File: config.mk
export PLATFORM = sky130hd
export DESIGN_NAME = fifo_ms_drain
export DESIGN_NICKNAME = d
export VERILOG_FILES = /design/src/rtl/fifo_ms_drain.sv
export SDC_FILE = /design/constraint.sdc
export NUM_CORES = 1
export LEC_CHECK = 0
export CAP_MARGIN = 20
export CORE_MARGIN = 1
export CORE_UTILIZATION = 47
export DETAILED_ROUTE_END_ITERATION = 10
export GPL_TIMING_DRIVEN = 0
export PLACE_DENSITY = 0.75
export SYNTH_ARGS = -nofsm -noshare
export SYNTH_HDL_FRONTEND = slang
export SYNTH_SLANG_ARGS = --single-unit
export TNS_END_PERCENT = 1
File: constraint.sdc
create_clock -name clk -period 3.9 [get_ports clk]
set_clock_uncertainty 0.1 [all_clocks]
set_input_delay 0.78 -clock clk [delete_from_list [all_inputs] [get_ports clk]]
set_output_delay 0.78 -clock clk [all_outputs]
set_load 0.01 [all_outputs]
File: src/rtl/fifo_ms_drain.sv
// Read-side controller for the multi-stream tagged FIFO.
// Picks a non-empty, enabled flux by round-robin, issues a one-hot read
// strobe, captures the returned tagged word into a 2-entry output buffer
// and presents it on a single valid/ready stream as data + tag.
//
// Handshake: a word transfers on m_data/m_tag in any cycle where
// m_valid & m_ready are both high at the rising edge; m_valid never drops
// and the head word never changes while m_valid & !m_ready.
module fifo_ms_drain #(
    parameter int DATA_WIDTH   = 8,
    parameter int FLUX         = 2,
    parameter int READ_LATENCY = 1,
    localparam int TAG_WIDTH   = $clog2(FLUX),
    localparam int WIDTH       = DATA_WIDTH + TAG_WIDTH
) (
    input  logic                  clk,
    input  logic                  rst,
    input  logic [FLUX-1:0]       fifo_empty,
    output logic [FLUX-1:0]       fifo_read,
    input  logic [WIDTH-1:0]      fifo_dout,
    input  logic [FLUX-1:0]       flux_en,
    output logic                  m_valid,
    input  logic                  m_ready,
    output logic [DATA_WIDTH-1:0] m_data,
    output logic [TAG_WIDTH-1:0]  m_tag,
    output logic                  tag_err
);

    // Architectural state
    logic [1:0]           occ_q, occ_d;          // buffered words (0..2)
    logic                 infl_q, infl_d;        // read issued last cycle, data due now
    logic [TAG_WIDTH-1:0] last_q, last_d;        // last granted flux
    logic [TAG_WIDTH-1:0] pend_tag_q, pend_tag_d; // tag of the in-flight read
    logic                 tag_err_q, tag_err_d;
    logic                 wr_ptr_q, wr_ptr_d;
    logic                 rd_ptr_q, rd_ptr_d;
    logic                 rst_dly_q, rst_dly_d;  // high in the cycle after a reset cycle
    logic [WIDTH-1:0]     mem_q [2];
    logic [WIDTH-1:0]     mem_d [2];

    // Combinational helpers
    logic [FLUX-1:0]      eligible;
    logic                 found;
    logic [TAG_WIDTH-1:0] winner;
    logic                 pop;
    logic                 issue;
    logic [2:0]           level;
    logic                 push;
    logic [TAG_WIDTH-1:0] push_tag;

    // Round-robin search starting just after the last grant
    always_comb begin
        eligible = ~fifo_empty & flux_en;
        found    = 1'b0;
        winner   = '0;
        for (int k = 1; k <= FLUX; k++) begin
            logic [TAG_WIDTH-1:0] idx;
            idx = TAG_WIDTH'((int'(last_q) + k) % FLUX);
            if (!found && eligible[idx]) begin
                found  = 1'b1;
                winner = idx;
            end
        end
    end

    // Issue decision: reserve buffer space for everything already in flight,
    // crediting a word that leaves this cycle so full throughput is kept
    always_comb begin
        pop       = m_valid & m_ready;
        level     = 3'(occ_q) + 3'(infl_q) - 3'(pop);
        issue     = found && (level < 3'd2) && !rst && !rst_dly_q;
        fifo_read = issue ? (FLUX'(1) << winner) : '0;
    end

    // Next-state: capture path, buffer bookkeeping, sticky tag check
    always_comb begin
        if (READ_LATENCY == 0) begin
            push     = issue;
            push_tag = winner;
        end else begin
            push     = infl_q;
            push_tag = pend_tag_q;
        end

        infl_d     = (READ_LATENCY != 0) && issue;
        pend_tag_d = issue ? winner : pend_tag_q;
        last_d     = issue ? winner : last_q;
        occ_d      = occ_q + {1'b0, push} - {1'b0, pop};
        wr_ptr_d   = wr_ptr_q ^ push;
        rd_ptr_d   = rd_ptr_q ^ pop;
        rst_dly_d  = rst;

        mem_d[0] = mem_q[0];
        mem_d[1] = mem_q[1];
        if (push) begin
            mem_d[wr_ptr_q] = {push_tag, fifo_dout[DATA_WIDTH-1:0]};
        end

        tag_err_d = tag_err_q;
        if (push && (fifo_dout[WIDTH-1 -: TAG_WIDTH] != push_tag)) begin
            tag_err_d = 1'b1;
        end
    end

    // State registers; reset discards anything buffered or in flight
    always_ff @(posedge clk) begin
        rst_dly_q <= rst_dly_d;
        if (rst) begin
            occ_q      <= '0;
            infl_q     <= 1'b0;
            last_q     <= TAG_WIDTH'(FLUX - 1);
            pend_tag_q <= '0;
            tag_err_q  <= 1'b0;
            wr_ptr_q   <= 1'b0;
            rd_ptr_q   <= 1'b0;
            mem_q[0]   <= '0;
            mem_q[1]   <= '0;
        end else begin
            occ_q      <= occ_d;
            infl_q     <= infl_d;
            last_q     <= last_d;
            pend_tag_q <= pend_tag_d;
            tag_err_q  <= tag_err_d;
            wr_ptr_q   <= wr_ptr_d;
            rd_ptr_q   <= rd_ptr_d;
            mem_q[0]   <= mem_d[0];
            mem_q[1]   <= mem_d[1];
        end
    end

    // Output stream comes straight from the buffer head
    always_comb begin
        m_valid = (occ_q != 2'd0);
        m_data  = mem_q[rd_ptr_q][DATA_WIDTH-1:0];
        m_tag   = mem_q[rd_ptr_q][WIDTH-1 -: TAG_WIDTH];
        tag_err = tag_err_q;
    end

endmodule

Yosys cells after proc, flatten, opt, wreduce, memory -nomap -nowiden

Memory sizes are Yosys's and may differ from the RTL's. A register that Yosys moved wholly into a read port is not among the register bits.
Cells that the tools add are included.

Register bits: 9
Bits in writable memories: 18
Input port bits: 16
Output and inout bits: 13
Logic and storage cells: 59
Memories: 1

Memories:

| memory | words | bits a word | rd ports | clocked after memory_dff | write ports | RTL line | source |
|---|---|---|---|---|---|---|---|
| mem_q  | 2     | 9           | 3        | 1                        | 2           | 38       | `logic [WIDTH-1:0] mem_q [2];` |

$add $sub $neg: 6
$lt $le $gt $ge: 5
Equal/unequal tests: 1
Shift operators: 1
Multiplexer cells: 19
Bitwise logic cells: 8
Reductions and logical operators: 10

Operators by type and width:

| operator                                                             | number |
|---|---|
| 9-bit two-way mux                                                    | 3 |
| 18-bit bitwise mux                                                   | 1 |
| 18-bit two-way mux                                                   | 1 |
| 1-bit two-way mux                                                    | 12 |
| 9-bit demux with 1-bit select                                        | 1 |
| 1-bit logical AND                                                    | 6 |
| 1-bit by 2-bit < comparator with 1-bit output, second input constant | 2 |
| 2-bit by 1-bit adder with 3-bit output                               | 1 |
| 1-bit logical NOT                                                    | 3 |
| 3-bit by 2-bit < comparator with 1-bit output, second input constant | 1 |
| 3-bit by 1-bit subtractor with 3-bit output                          | 1 |
| 1-bit adder, second input constant                                   | 2 |
| 2-bit by 1-bit adder with 2-bit output                               | 1 |
| 2-bit AND                                                            | 1 |
| 2-bit greater-or-equal comparator, second input constant             | 1 |
| 2-bit by 1-bit < comparator with 1-bit output, second input constant | 1 |
| 2-bit two-way mux                                                    | 1 |
| 1-bit NOT with 2-bit output                                          | 1 |
| 2-bit NOT                                                            | 1 |
| 1-bit OR                                                             | 2 |
| 2-bit nonzero test                                                   | 1 |
| 1-bit by 1-bit << shifter with 2-bit output, first input constant    | 1 |
| 2-bit by 1-bit subtractor with 2-bit output                          | 1 |
| 1-bit bitwise XOR                                                    | 2 |
| other kinds (2)                                                      | 2 |

Longest topological paths before layout

Depth after elaboration: 12
Gate-level depth with buffers: 8

Worst setup path before layout

No wires, ideal clock.

Path type: input-to-output
From: in m_ready
To: out fifo_read[0]
Data arrival time: 2.719 ns
Data required time: 3.020 ns
Setup slack: 0.301 ns
Stages on the path: 8
Buffers on the path: 0
Cells stage by stage: o21a_1 ha_1 inv_1 ha_1 fa_1 or3_4 or3_4 nor2_1

Longest elaborated chain between the ends: 7

Ends and longest elaborated chain:

| item                                          | RTL line | source |
|---|---|---|
| from (decl)                                   | 23       | `input logic m_ready,` |
| 1-bit AND                                     | 69       | `pop = m_valid & m_ready;` |
| 3-bit by 1-bit subtractor with 3-bit output   | 70       | `level = 3'(occ_q) + 3'(infl_q) - 3'(pop);` |
| named net level[1]                            | 47       | `logic [2:0] level;` |
| 3-bit by 2-bit < comparator with 1-bit output | 71       | `issue = found && (level < 3'd2) && !rst && !rst_dly_q;` |
| 1-bit logical AND (3 in a row)                | 71       |  |
| 2-bit two-way mux                             | 72       | `fifo_read = issue ? (FLUX'(1) << winner) : '0;` |
| to (decl)                                     | 19       | `output logic [FLUX-1:0] fifo_read,` |

The timed path passes the listed nets, and every way through them passes these cells.

Worst setup path in the final report

Same ends and word-level chain as after synthesis.

==> results.md <==
- Diode count: 0
- Post-Synthesis Cell Area: 1170 µm²
- DP Cell Count: 169
- Vias/cell: 5.00
- Initial core utilization: 0.515
- Row count: 17
- Area Overhead vs Synth: 30.1%
- Core Util, Final: 0.670
- Initial antenna violation count: 0
- Grt total ovfl: 0
- First-pass GRT wire length: 3640 µm
- Top-area cell type share of the netlist area: 0.462
- Critical Path Start: m_ready
- Final RePlAce weighted congestion: 0.814
- P per Cell Area: 436 nW/µm²
- Placed instance area: 1490 µm²
- R2r startpoint: occ_q[1]
- Worst-skew pair later-pin latency: 320 ps
- Total track usage: 0.190
- Fin Hold WS: 414 ps
- Measured slew at the worst slew-check pin: 707 ps
- Area share of and/or/nand/nor cells after synthesis: 0.128
- Clk slew on worst S/H paths: 140 ps
- Hold Startpoint: mem_q[0][8]
- Hold WC Path Type: flip-flop to flip-flop
- Status: complete, no violations
- Kind of critical path: input pin to primary output
- Port-buffer cells: 28
- Worst setup margin: 106 ps
- Met2 WL: 1190 µm
- Finished Cell Area: 1520 µm²
- Max layer used: met4
- Main combinational cell family by area after synthesis: multiplexers
- Most common cell after layout, fill and taps aside: dfxtp_1
- RSZ-0062 raised after global routing: no
- Setup Slack @ Placement: -719 ps
- Post-Synth XOR/XNOR Area: 0.0224
- Synth Register Bits: 27
- Drt wl/cell: 13.1 µm
- Max Fclk: 0.264 GHz
- Post-Syn Instances: 113
- Post-DP HPWL: 1670 µm
- Vias in the first global route: 851
- Sequential share of the synthesized area: 0.462
- Maxcap violations: 0
- CTS tree: done
- Commonest non-fill, non-tap cells in the layout: dfxtp_1, clkdlybuf4s50_1, nor2_1
- Final Hold Fails: 0
- Mux cell area share after synthesis: 0.240
- Root Driver: clkbuf_4
- Crit path capture type: primary output
- Met1 wire length: 1020 µm
- Synth Area in Compound Gates: 0.0395
- Via count: 875
- Hold Buf Count CTS: 0
- CP Data Required Time: 3020 ps
- Post-route ant nets: 0
- Mean Syn Cell Area: 10.4 µm²
- Yosys warns: 0
- Pre-Repair DR Iteration Count: 4
- Initial DRC Count: 11
- Maximum fanout along the worst path: 3
- Leakage: 0.000588 µW
- I/O pin count: 29
- Main area contributors after synthesis: dfxtp_1, mux2i_1, mux2_2
- Total core area: 2280 µm²
- Pin count of the biggest net entering global routing: 15
- Clk sinks: 27
- Die H: 51.9 µm
- Max-slew violation count: 0
- Clock Path Buffers: 2
- DIE AREA: 2700 µm²
- Share of layout cells above drive strength 1: 0.156
- # setup viols final: 0
- Synth cell types: 22
- Tcrit/Tclk final: 0.973
- Synth Area in Adders: 0.0598
- Met3 routed WL: 65 µm
- Htree depth: 1
- Fin crit period: 3790 ps
- Worst slew margin: 0.528
- Num CTS Buffers: 3
- Synth area leader: dfxtp_1
- Max VDD drop: 287 µV
- DRC violations left: 0
- Post-synth net total: 134
- Post-layout instance count excluding filler cells: 175
- CP arrival: 2910 ps
- Nets: 169
- Startpoint types: input pin
- Drt total wl: 2290 µm
- Die span in x: 51.9 µm
## metrics by stage
stage               total power, µW  setup TNS, ps
finish                          664              0
global route                    704              0
CTS                             672              0
detailed placement              548          -1260
global placement                540          -1140
floorplan                       467              0
## metal layers
layer,vias to the layer above,global-route usage
met5,-,0
met4,0,0.0676
met3,2,0.0380
met2,12,0.340
met1,421,0.220
li1,440,-
## worst max-delay path, cell delays in order
cell and delay, ps:
buf_2 90, o21a_1 110, ha_1 290, inv_1 60, ha_2 170, fa_1 450, or3_4 400, or3_4 350
nor2_2 80, buf_2 140
## synthesized netlist by cell type (all sizes together)
library cell,instances
mux2,9
a21oi,1
nor2b,2
inv,7
a221o,1
a211oi,1
or2,1
a32o,1
mux2i,18
clkbuf,5
fa,1
buf,1
and2,1
o21a,1
a31oi,1
dfxtp,27
xnor2,2
xor2,1
ha,4
or3,2
nand2b,2
nor2,24
## final timing paths
check,depth (start not counted),end,slack [ps]
worst max-delay path,10,fifo_read[0],110
worst min-delay path,2,mem_q[0][8],410
worst max register to register,9,last_q,950
worst min register to register,2,mem_q[0][8],410
## final cells by class
type	count	area, µm²
Fill cell	205	752
Timing Repair Buffer	30	284
Sequential cell	27	541
Multi-Input combinational cell	73	582
Clock buffer	4	26.3
Tap cell	28	35.0
Buffer	6	30.0
Inverter	7	26.3
## what timing repair did
action / CTS / global route
hold endpoints to repair: 0 / 0
endpoints found under the setup margin: 2 / 1
buffers inserted: 2 / 0
resized for setup: 10 / 1
cloned: 0 / 0
pin swaps: 5 / 3
## report_power, final
| group | internal [µW] | switching (µW) | total (µW) |
|---|---|---|---|
| logic | 120 | 98.9 | 219 |
| clock network | 39.9 | 80.6 | 121 |
| registers | 306 | 18.1 | 324 |
| total | 466 | 198 | 664 |
## logic make-up (layout without fill, tap and decap cells)
| family | after synthesis | in the layout |
|---|---|---|
| and+or+nand+nor | 32 | 32 |
| muxes | 27 | 27 |
| DFF | 27 | 27 |
| buffers and inverters | 13 | 47 |
| AOI/OAI and AO/OA | 6 | 6 |
| adders and majority gates | 5 | 5 |
| xor gates and xnor gates | 3 | 3 |
## registers in the layout (all words and copies together) (netlist names)
register,flops
infl_q,1
last_q,1
mem_q,18
occ_q,2
pend_tag_q,1
rd_ptr_q,1
rst_dly_q,1
tag_err,1
wr_ptr_q,1
No activity file was read; power rests on OpenSTA's default activity.
